$ cat config.mk
export PLATFORM = sky130hd
export DESIGN_NAME = alu_muldiv_unit
export DESIGN_NICKNAME = d
export VERILOG_FILES = /design/src/rtl/alu_pkg.sv /design/src/rtl/muldiv_div_core.sv /design/src/rtl/alu_muldiv_unit.sv
export SDC_FILE = /design/constraint.sdc
export NUM_CORES = 1
export LEC_CHECK = 0
export CAP_MARGIN = 40
export CORE_MARGIN = 2
export CORE_UTILIZATION = 35
export CTS_BUF_LIST = sky130_fd_sc_hd__clkbuf_4
export DETAILED_ROUTE_END_ITERATION = 8
export SLEW_MARGIN = 20
export SYNTH_ARGS = -nofsm -noshare
export SYNTH_HDL_FRONTEND = slang
export SYNTH_HIERARCHICAL = 1
export SYNTH_SLANG_ARGS = --single-unit
$ cat constraint.sdc
create_clock -name clock -period 3.3 [get_ports clock]
set_input_delay 0.33 -clock clock [delete_from_list [all_inputs] [get_ports clock]]
set_output_delay 0.33 -clock clock [all_outputs]
set_load 0.005 [all_outputs]
$ cat src/rtl/alu_pkg.sv
// Shared definitions for the multiply/divide unit: operation codes and FSM states.
package alu_pkg;

  // Operation codes presented on the op port
  localparam logic [2:0] OP_MULT  = 3'd0;
  localparam logic [2:0] OP_MULTU = 3'd1;
  localparam logic [2:0] OP_DIV   = 3'd2;
  localparam logic [2:0] OP_DIVU  = 3'd3;
  localparam logic [2:0] OP_MTHI  = 3'd4;
  localparam logic [2:0] OP_MTLO  = 3'd5;

  // Control FSM states
  typedef enum logic [1:0] {
    S_IDLE = 2'd0,
    S_RUN  = 2'd1,
    S_FIX  = 2'd2,
    S_WB   = 2'd3
  } state_t;

endpackage

$ cat src/rtl/muldiv_div_core.sv
// Restoring divider datapath: unsigned magnitudes, one quotient bit per enabled cycle.
// After WIDTH enabled steps quotient/remainder hold the unsigned result.
module muldiv_div_core #(
  parameter int WIDTH = 32
) (
  input  logic             clock,
  input  logic             reset,
  input  logic             load,
  input  logic             enable,
  input  logic [WIDTH-1:0] dividend,
  input  logic [WIDTH-1:0] divisor,
  output logic [WIDTH-1:0] quotient,
  output logic [WIDTH-1:0] remainder
);

  logic [WIDTH-1:0] rem_reg;
  logic [WIDTH-1:0] quo_reg;
  logic [WIDTH-1:0] dvs_reg;
  logic [WIDTH:0]   shifted;
  logic [WIDTH:0]   diff;
  logic             fits;

  // Trial subtraction of the divisor from the partial remainder with the next dividend bit
  always_comb begin
    shifted = {rem_reg, quo_reg[WIDTH-1]};
    diff    = shifted - {1'b0, dvs_reg};
    fits    = ~diff[WIDTH];
  end

  // Remainder/quotient shift registers; the dividend shifts out of quo_reg as quotient bits shift in
  always_ff @(posedge clock) begin
    if (reset) begin
      rem_reg <= '0;
      quo_reg <= '0;
      dvs_reg <= '0;
    end else if (load) begin
      rem_reg <= '0;
      quo_reg <= dividend;
      dvs_reg <= divisor;
    end else if (enable) begin
      rem_reg <= fits ? diff[WIDTH-1:0] : shifted[WIDTH-1:0];
      quo_reg <= {quo_reg[WIDTH-2:0], fits};
    end
  end

  assign quotient  = quo_reg;
  assign remainder = rem_reg;

endmodule

$ cat src/rtl/alu_muldiv_unit.sv
// Iterative multiply/divide unit with HI/LO registers and a start/busy/done handshake.
// Build option ALU_FAST_MUL_EN: multiplies bypass the iterative loop and use a
// single combinational multiplier registered in the fix-up cycle.
module alu_muldiv_unit
  import alu_pkg::*;
#(
  parameter int WIDTH = 32,
  localparam int CNT_W = $clog2(WIDTH + 1)
) (
  input  logic             clock,
  input  logic             reset,
  input  logic             start,
  input  logic [2:0]       op,
  input  logic [WIDTH-1:0] a,
  input  logic [WIDTH-1:0] b,
  output logic             busy,
  output logic             done,
  output logic             div_by_zero,
  output logic [WIDTH-1:0] hi,
  output logic [WIDTH-1:0] lo
);

  state_t             state_reg, state_next;
  logic [CNT_W-1:0]   cnt_reg;
  logic [2:0]         op_reg;
  logic               neg_a_reg, neg_b_reg, dbz_reg;
  logic [WIDTH-1:0]   mcand_reg, hi_reg, lo_reg;
  logic [2*WIDTH-1:0] prod_reg, prod_step, prod_mag, prod_fix;
  logic               done_reg, dbz_out_reg;

  logic               accept, op_signed_in, neg_a_in, neg_b_in;
  logic [WIDTH-1:0]   abs_a_in, abs_b_in;
  logic               is_mul_op, div_en;
  logic [WIDTH:0]     mul_sum;
  logic [WIDTH-1:0]   quo, rem, quo_fix, rem_fix, a_orig;

  // Operand conditioning at issue: signed ops are reduced to magnitudes plus sign flags
  always_comb begin
    accept       = start && (state_reg == S_IDLE);
    op_signed_in = (op == OP_MULT) || (op == OP_DIV);
    neg_a_in     = op_signed_in && a[WIDTH-1];
    neg_b_in     = op_signed_in && b[WIDTH-1];
    abs_a_in     = neg_a_in ? -a : a;
    abs_b_in     = neg_b_in ? -b : b;
    is_mul_op    = (op_reg == OP_MULT) || (op_reg == OP_MULTU);
    div_en       = (state_reg == S_RUN) && !is_mul_op && !dbz_reg;
  end

  // State register
  always_ff @(posedge clock) begin
    if (reset) state_reg <= S_IDLE;
    else       state_reg <= state_next;
  end

  // Next-state logic; reserved op codes leave the unit idle
  always_comb begin
    state_next = state_reg;
    case (state_reg)
      S_IDLE: begin
        if (start) begin
          case (op)
`ifdef ALU_FAST_MUL_EN
            OP_MULT, OP_MULTU: state_next = S_FIX;
`else
            OP_MULT, OP_MULTU: state_next = S_RUN;
`endif
            OP_DIV, OP_DIVU:   state_next = S_RUN;
            OP_MTHI, OP_MTLO:  state_next = S_WB;
            default:           state_next = S_IDLE;
          endcase
        end
      end
      S_RUN:   if (cnt_reg == '0) state_next = S_FIX;
      S_FIX:   state_next = S_IDLE;
      S_WB:    state_next = S_IDLE;
      default: state_next = S_IDLE;
    endcase
  end

  // FSM outputs: busy covers every non-idle cycle, the rest are registered pulses
  always_comb begin
    busy        = (state_reg != S_IDLE);
    done        = done_reg;
    div_by_zero = dbz_out_reg;
    hi          = hi_reg;
    lo          = lo_reg;
  end

  // One shift-add step: add multiplicand when the current multiplier bit is set, then shift right
  always_comb begin
    mul_sum   = {1'b0, prod_reg[2*WIDTH-1:WIDTH]} + (prod_reg[0] ? {1'b0, mcand_reg} : '0);
    prod_step = {mul_sum, prod_reg[WIDTH-1:1]};
  end

  // Sign correction applied in the fix-up cycle
  always_comb begin
`ifdef ALU_FAST_MUL_EN
    prod_mag = {{WIDTH{1'b0}}, mcand_reg} * {{WIDTH{1'b0}}, prod_reg[WIDTH-1:0]};
`else
    prod_mag = prod_reg;
`endif
    prod_fix = (neg_a_reg ^ neg_b_reg) ? -prod_mag : prod_mag;
    quo_fix  = (neg_a_reg ^ neg_b_reg) ? -quo : quo;
    rem_fix  = neg_a_reg ? -rem : rem;
    // Reconstructs the dividend as issued (negating the magnitude is exact even for the most negative value)
    a_orig   = neg_a_reg ? -mcand_reg : mcand_reg;
  end

  // Datapath: operand latches, iteration counter, multiplier accumulator and HI/LO writeback
  always_ff @(posedge clock) begin
    if (reset) begin
      cnt_reg     <= '0;
      op_reg      <= '0;
      neg_a_reg   <= 1'b0;
      neg_b_reg   <= 1'b0;
      dbz_reg     <= 1'b0;
      mcand_reg   <= '0;
      prod_reg    <= '0;
      hi_reg      <= '0;
      lo_reg      <= '0;
      done_reg    <= 1'b0;
      dbz_out_reg <= 1'b0;
    end else begin
      done_reg    <= 1'b0;
      dbz_out_reg <= 1'b0;
      if (accept) begin
        op_reg    <= op;
        neg_a_reg <= neg_a_in;
        neg_b_reg <= neg_b_in;
        mcand_reg <= abs_a_in;
        prod_reg  <= {{WIDTH{1'b0}}, abs_b_in};
        dbz_reg   <= (b == '0);
        if (state_next == S_RUN) cnt_reg <= CNT_W'(WIDTH - 1);
      end
      if (state_reg == S_RUN) begin
        if (cnt_reg != '0) cnt_reg <= cnt_reg - CNT_W'(1);
        if (is_mul_op) prod_reg <= prod_step;
      end
      if (state_reg == S_FIX) begin
        done_reg <= 1'b1;
        if (is_mul_op) begin
          {hi_reg, lo_reg} <= prod_fix;
        end else if (dbz_reg) begin
          hi_reg      <= a_orig;
          lo_reg      <= '1;
          dbz_out_reg <= 1'b1;
        end else begin
          hi_reg <= rem_fix;
          lo_reg <= quo_fix;
        end
      end
      if (state_reg == S_WB) begin
        done_reg <= 1'b1;
        if (op_reg == OP_MTHI) hi_reg <= mcand_reg;
        else                   lo_reg <= mcand_reg;
      end
    end
  end

  muldiv_div_core #(.WIDTH(WIDTH)) u_div_core (
    .clock     (clock),
    .reset     (reset),
    .load      (accept),
    .enable    (div_en),
    .dividend  (abs_a_in),
    .divisor   (abs_b_in),
    .quotient  (quo),
    .remainder (rem)
  );

endmodule

==> results of run 1 <==
==> area by class of cell <==
type	instances	share of cell area
Timing Repair Buffer	319	0.116
Multi-Input combinational cell	2186	0.563
Sequential cell	272	0.224
Clock inverter	33	0.00817
Antenna cell	5	0.000514
Inverter	94	0.0147
Tap cell	756	0.0389
Clock buffer	115	0.0355
==> metal layers <==
metal / vias up / GRT usage
met2: 1006 / 0.427
met1: 10495 / 0.369
met3: 188 / 0.0517
met5: - / 0
li1: 10328 / -
met4: 6 / 0.120
==> power groups by stage <==
| stage | Clock, mW | Combinational, mW | Sequential [mW] |
|---|---|---|---|
| 2_1_floorplan | 0 | 2.11 | 3.80 |
| 3_5_place_dp | 0 | 3.36 | 3.93 |
| 4_1_cts | 3.56 | 3.38 | 3.86 |
| 5_1_grt | 3.74 | 3.73 | 3.89 |
| 6_report | 3.48 | 3.46 | 3.88 |
| 3_3_place_gp | 0 | 3.32 | 3.92 |
==> cell usage after synthesis (all sizes together) (23+ instances only) <==
cell type and n:
nor2 401, a21oi 282, dfxtp 272, nand2 213, o21ai 180, clkbuf 146, xor2 121, xnor2 103
inv 91, mux2i 80, nor3 76, ha 71, or3 62, a211oi 53, nand3 37, and2 35
buf 33, and3 32, nor4 29, o31ai 29, a22oi 27, a31oi 26, nand2b 26, a21o 24
or4 23
==> through the flow <==
stage / setup slack [ns] / hold WS, ns / cell area [sq um]
after detailed placement: 0.0371 / 0.472 / 23200
after floorplan: 0.381 / 0.437 / 20100
after global routing: 0.00419 / 0.134 / 24300
final: 0.149 / 0.144 / 24300
after global placement: 0.0444 / 0.451 / 23200
after CTS: 0.0572 / 0.0855 / 24300
==> worst min path at each step <==
| stage | from | to | slack, ns | cells past startpoint |
|---|---|---|---|---|
| 2_1_floorplan | op_reg[0] | op_reg[0] | 0.44 | 2 |
| 3_3_place_gp | op_reg[0] | op_reg[0] | 0.45 | 2 |
| 3_5_place_dp | op_reg[0] | op_reg[0] | 0.47 | 2 |
| 4_1_cts | op[1] | op_reg[1] | 0.09 | 3 |
| 5_1_grt | op[1] | op_reg[1] | 0.13 | 3 |
| 6_report | op[1] | op_reg[1] | 0.14 | 3 |
==> cells in the final DEF (no fill, tap or decap), drive strengths merged, types with 10 or more instances in the layout <==
| cell type | instances |
|---|---|
| a2111oi | 12 |
| a211oi | 53 |
| a21o | 24 |
| a21oi | 282 |
| a221oi | 10 |
| a22oi | 27 |
| a311oi | 15 |
| a31oi | 26 |
| and2 | 35 |
| and3 | 32 |
| buf | 183 |
| clkbuf | 115 |
| clkdlybuf4s50 | 135 |
| clkinv | 27 |
| dfxtp | 272 |
| ha | 71 |
| inv | 94 |
| mux2i | 80 |
| nand2 | 213 |
| nand2b | 26 |
| nand3 | 37 |
| nand4 | 15 |
| nor2 | 401 |
| nor2b | 12 |
| nor3 | 76 |
| nor4 | 29 |
| o211ai | 15 |
| o21ai | 180 |
| o221ai | 21 |
| o22ai | 15 |
| o31ai | 29 |
| o41ai | 18 |
| or3 | 62 |
| or4 | 23 |
| xnor2 | 103 |
| xor2 | 121 |
==> what timing repair did <==
| item | 4_1_cts | 5_1_grt |
|---|---|---|
| hold buffers | 1 | 0 |
| endpoints found under the hold margin | 30 | 0 |
| gates resized for setup | 2 | 8 |
| setup endpoints to repair | 2 | 23 |
| setup buffers | 0 | 0 |
==> worst max-delay path: stages (launching register included) <==
cell,delay [ns]
sky130_fd_sc_hd__dfxtp_2,0.38
sky130_fd_sc_hd__inv_1,0.06
sky130_fd_sc_hd__ha_1,0.23
sky130_fd_sc_hd__fa_1,0.41
sky130_fd_sc_hd__nand2b_1,0.22
sky130_fd_sc_hd__a21oi_4,0.20
sky130_fd_sc_hd__o2111ai_4,0.18
sky130_fd_sc_hd__o2111ai_2,0.23
sky130_fd_sc_hd__a21oi_2,0.12
sky130_fd_sc_hd__xor2_4,0.19
sky130_fd_sc_hd__buf_4,0.22
sky130_fd_sc_hd__or2_2,0.32
sky130_fd_sc_hd__a221oi_1,0.26
==> cells by family (layout without fill, tap and decap cells) <==
group / after synthesis / count (layout)
adder cells (fa/ha/maj): 73 / 73
flip-flops: 272 / 272
AO/OA/AOI/OAI: 806 / 806
XOR/XNOR: 224 / 224
AND/OR/NAND/NOR: 1001 / 1001
buffers and inverters: 274 / 561
other: 0 / 5
multiplexers: 82 / 82
==> flow_summary.json, run 1 <==
{
  "run_status": "finished clean",
  "critical_path.endpoint": "u_div_core/quotient[0]",
  "synth_compound_area_frac": 0.251,
  "via_count": 22023,
  "yosysUniqueCellTypes": 96,
  "die_ar_sq_mm": 0.0595,
  "fin_util": 0.430,
  "max_cap_viol_count": 0,
  "placementRows": 87,
  "maxUsedRoutingLayer": "met5",
  "grt_pass1_vias": 20791,
  "cp.required_ns": 4.03,
  "yosys.area_share.xor_xnor": 0.0974,
  "chipHeight_microns": 244,
  "largest_net_degree_at_the_start_of_global_routing": 162,
  "synth_enable_flop_cells": 0,
  "areaGrowthSynthToFinish_pct": 20.8,
  "die_width_microns": 244,
  "syn-instance-count": 2732,
  "crit_start": "u_div_core/quotient[31]",
  "drv_slew": 0,
  "pin_count": 137,
  "synth-seq-cells": 272,
  "num-nets-final": 3098,
  "port-buffer-count": 136,
  "finalCriticalPeriod_ns": 3.15,
  "detailed_place_hpwl_mm": 63.2,
  "timing.final.hold_violations": 0,
  "fraction_of_final_layout_cells_with_drive_strength_greater_than_1": 0.123,
  "power_switching_share": 0.384,
  "root_buffer": "sky130_fd_sc_hd__clkbuf_4",
  "htreeDepth": 3,
  "number_of_flip_flops_in_the_largest_register": 64,
  "critical_path.reg2reg.startpoint": "u_div_core/quotient[31]",
  "dr.first_iter.drc_count": 2372,
  "area_of_the_multi_input_gates_sq_mm": 0.0137,
  "synth_flop_cell": "sky130_fd_sc_hd__dfxtp_1",
  "max-vdd-ir-drop_v": 0.000235,
  "first_pass_grt_wire_length_mm": 127,
  "skew_ns": 0.0754,
  "synthesis.yosys.warnings": 6,
  "p_per_area_mw_per_mm2": 444,
  "final-setup-viol-count": 0,
  "sequentialPowerShare": 0.358,
  "critPathLaunchType": "register",
  "timing.max_slew.rel_slack": 0.310,
  "synthesis.area_per_instance_sq_um": 7.37,
  "gr-total-overflow": 0,
  "initial_core_util": 0.356,
  "detail_route.vias_per_cell": 5.83,
  "synth_mux_area_frac": 0.0414,
  "clock_insertion_delay_worst_skew_ns": 0.89,
  "number_of_antenna_violations_at_the_first_check_in_global_routing": 6,
  "drt-wirelength-per-cell_microns": 22.3,
  "route.met3.wl_mm": 6.44,
  "post_synth_and_or_nand_nor_area_fraction": 0.237,
  "finalWirelength_mm": 84.4,
  "arrival_time_at_the_worst_endpoint_ns": 3.88,
  "timing.reg2reg.setup_slack_ns": 0.15,
  "synth_largest_area_cell": "sky130_fd_sc_hd__dfxtp_1",
  "fp.coreArea_sq_mm": 0.0566,
  "synth_top_cells_by_area": "sky130_fd_sc_hd__dfxtp_1, sky130_fd_sc_hd__nor2_1, sky130_fd_sc_hd__a21oi_1, sky130_fd_sc_hd__xor2_1, sky130_fd_sc_hd__xnor2_1",
  "finalSetupTns_ns": 0,
  "synth_adder_area_share": 0.0461,
  "main_combinational_cell_family_by_area_after_synthesis": "compound AO/OA/AOI/OAI gates",
  "clk_pin_slew_worst_paths_ns": 0.06,
  "tritoncts": "yes",
  "endpoint_class_of_the_critical_path": "register",
  "post-layout-total-power_mw": 10.8,
  "layout.filler_cells": 5875,
  "regToRegEndpoint": "u_div_core/quotient[0]",
  "cts_num_sinks": 272,
  "synth_nets": 2875,
  "met2_wirelength_mm": 37.5,
  "p_sw_mw": 4.15,
  "reg2reg_depth": 12,
  "grt_util_all_layers": 0.275,
  "route.antenna.remaining_nets": 0,
  "cts-root-to-sink-buffers": 3,
  "final.period_utilization": 0.955,
  "synth_top_area_frac": 0.270,
  "register_area_sq_mm": 0.00545,
  "worstSetupPathType": "reg2reg",
  "finish.cell_count_without_fillers": 3780,
  "async_flop_share": 0,
  "timing.hold.worst.class": "in2reg",
  "syn_area_sq_mm": 0.0201,
  "post-route-drc-count": 0,
  "cts_made_buffers": 82,
  "rsz_0062_raised_after_global_routing": "no",
  "power_frac_comb": 0.320,
  "weighted_congestion_reported_at_the_end_of_routability_driven_placement": 0.951,
  "achievable-frequency_ghz": 0.317,
  "p_int_mw": 6.67,
  "drtPass1Iterations": 5,
  "power.clock.fraction": 0.322,
  "worst_slew_pin_tran_ns": 1.01,
  "leakagePower_nw": 9.86,
  "worst-path-max-fanout": 16,
  "synth_sequential_area_ratio": 0.270,
  "dp.cells": 3626,
  "met1_length_mm": 37.0
}
(Power assumes the default switching activity.)
==> run 2, diff against run 1 <==
Settings changed: ABC_AREA set to 0, CAP_MARGIN 40 to 10.
==> run 2 against run 1 <==
Effect of this change: core utilization about the same; total power rose by 0.81%; register-to-register slack got worse by 0.02 ns; global-route usage barely moved; sequential power about the same; clock power up 3%; maximum frequency shrank 0.50%.
==> flow_summary.json, run 2 (same netlist as run 1, synthesis figures left out) <==
{
  "drt-wirelength-per-cell_microns": 22.3,
  "timing.critical_path.slowest_cell_delay_ns": 0.43,
  "cts_made_buffers": 85,
  "cts-root-to-sink-buffers": 3,
  "achievable-frequency_ghz": 0.316,
  "final_cell_mix": "sky130_fd_sc_hd__nor2_1, sky130_fd_sc_hd__a21oi_1, sky130_fd_sc_hd__dfxtp_1",
  "power_switching_share": 0.382,
  "cts_post_setup_buffers_inserted": 0,
  "p_sw_mw": 4.16,
  "post-route-drc-count": 0,
  "clock_insertion_delay_worst_skew_ns": 0.89,
  "p_int_mw": 6.74,
  "power_frac_comb": 0.317,
  "gr-total-overflow": 0,
  "place_worst_setup_slack_ns": 0.0464,
  "grt_pass1_vias": 20878,
  "finalWirelength_mm": 84.3,
  "finalWorstSetupSlack_ns": 0.133,
  "fp.coreArea_sq_mm": 0.0566,
  "critical_path.endpoint": "hi[9]",
  "cts_num_sinks": 272,
  "skew_ns": 0.0567,
  "endpoint_class_of_the_critical_path": "register",
  "timing.hold.worst.class": "in2reg",
  "finalCriticalPeriod_ns": 3.17,
  "finalSetupTns_ns": 0,
  "die_width_microns": 244,
  "dr.first_iter.drc_count": 2269,
  "layout.cells.most_common": "sky130_fd_sc_hd__nor2_1",
  "max-vdd-ir-drop_v": 0.000234,
  "route.antenna.remaining_nets": 0,
  "areaGrowthSynthToFinish_pct": 20.9,
  "via_count": 22085,
  "final-setup-viol-count": 0,
  "clk_pin_slew_worst_paths_ns": 0.07,
  "initial_core_util": 0.356,
  "power.clock.fraction": 0.327,
  "timing.final.hold_violations": 0,
  "regToRegEndpoint": "hi[9]",
  "tritoncts": "yes",
  "port-buffer-count": 136,
  "worst-path-max-fanout": 7,
  "htreeDepth": 3,
  "number_of_flip_flops_in_the_largest_register": 64,
  "crit_start": "prod_mag[28]",
  "reg2reg_depth": 10,
  "timing.reg2reg.setup_slack_ns": 0.13,
  "timing.max_slew.rel_slack": 0.290,
  "pin_count": 137,
  "drv_slew": 0,
  "drtPass1Iterations": 6,
  "first_pass_grt_wire_length_mm": 126,
  "p_per_area_mw_per_mm2": 448,
  "die_ar_sq_mm": 0.0595,
  "weighted_congestion_reported_at_the_end_of_routability_driven_placement": 0.951,
  "worstSetupPathType": "reg2reg",
  "root_buffer": "sky130_fd_sc_hd__clkbuf_4",
  "max_cap_viol_count": 0,
  "worst_slew_pin_tran_ns": 1.06,
  "slowest_library_cell_on_the_worst_path": "sky130_fd_sc_hd__or3_1",
  "number_of_antenna_violations_at_the_first_check_in_global_routing": 3,
  "grt_util_all_layers": 0.274,
  "critical_path.reg2reg.startpoint": "prod_mag[28]",
  "chipHeight_microns": 244,
  "cp.required_ns": 4.03,
  "num-nets-final": 3099,
  "crit_chain": "or3_1, nor3_1, buf_4, nand3b_1, nor3_1, buf_4, a21oi_1, a22oi_1, o221ai_1, a31oi_1",
  "largest_net_degree_at_the_start_of_global_routing": 162,
  "arrival_time_at_the_worst_endpoint_ns": 3.89,
  "run_status": "finished clean",
  "leakagePower_nw": 9.88,
  "detailed_place_hpwl_mm": 63.1,
  "final.period_utilization": 0.960,
  "rsz_0062_raised_after_global_routing": "no",
  "fraction_of_final_layout_cells_with_drive_strength_greater_than_1": 0.126,
  "sequentialPowerShare": 0.355,
  "placementRows": 87,
  "detail_route.vias_per_cell": 5.85,
  "critPathLaunchType": "register"
}
-- run 2: changes by cell type in the layout (fill, tap and decap cells not counted), sizes merged --
cell / before / now
buf: 183 / 181
clkinvlp: 4 / 3
diode: 5 / 1
clkbuf: 115 / 128
bufinv: 2 / 1
clkinv: 27 / 18
-- run 2: layout make-up --
cell class,instances,area (sq um)
timing repair buffer,317,2800
fill,5888,32200
clock inverter,22,133
antenna,1,2.50
multi-input combinational,2186,13700
clock buffer,128,961
tap,756,946
sequential,272,5450
inverter,94,358
-- run 2: stage by stage --
stage / hold WS [ns] / cell area (sq um) / cells / power (mW) / util
after floorplan: 0.437 / 20100 / 2732 / 5.91 / -
after detailed placement: 0.471 / 23200 / 3624 / 7.27 / 0.410
after global placement: 0.451 / 23200 / 3624 / 7.24 / 0.410
after global routing: 0.150 / 24400 / 3776 / 11.4 / 0.430
after CTS: 0.0745 / 24300 / 3775 / 10.9 / 0.429
final: 0.145 / 24400 / 3776 / 10.9 / 0.430
-- run 2: what timing repair did --
| action | CTS | global route |
|---|---|---|
| resized for setup | 1 | 13 |
| setup endpoints to repair | 1 | 24 |
| endpoints found under the hold margin | 30 | 0 |
| hold buffers | 1 | 0 |
-- run 2: worst max-delay path, delay by kind of cell, from the launching register on --
family	cells	cell delay, ns
buf+inv	2	0.38
simple gates	4	1.37
flops	1	0.36
compound gates	4	0.93
-- run 2: power by group through the flow --
stage / clock network [mW] / logic (mW) / registers [mW]
finish: 3.57 / 3.46 / 3.88
global route: 3.82 / 3.73 / 3.89
CTS: 3.64 / 3.37 / 3.86
detailed placement: 0 / 3.35 / 3.93
global placement: 0 / 3.32 / 3.92
floorplan: 0 / 2.11 / 3.80
-- run 2: per-layer routing --
layer  vias to the layer above  part of all wire  global-route usage
met5                         -                 0                   0
met3                       177             0.083              0.0477
li1                      10324                 -                   -
met4                         0             0.039               0.119
met2                      1057              0.45               0.428
met1                     10527              0.43               0.370
-- run 2: worst min-delay path by stage --
stage / from / endpoint / slack, ns / cells after the start
final: op[0] / op_reg[0] / 0.15 / 3
after floorplan: op_reg[0] / op_reg[0] / 0.44 / 2
after global routing: op[1] / op_reg[1] / 0.15 / 3
after detailed placement: op_reg[0] / op_reg[0] / 0.47 / 2
after global placement: op_reg[0] / op_reg[0] / 0.45 / 2
after CTS: op[0] / op_reg[0] / 0.07 / 3
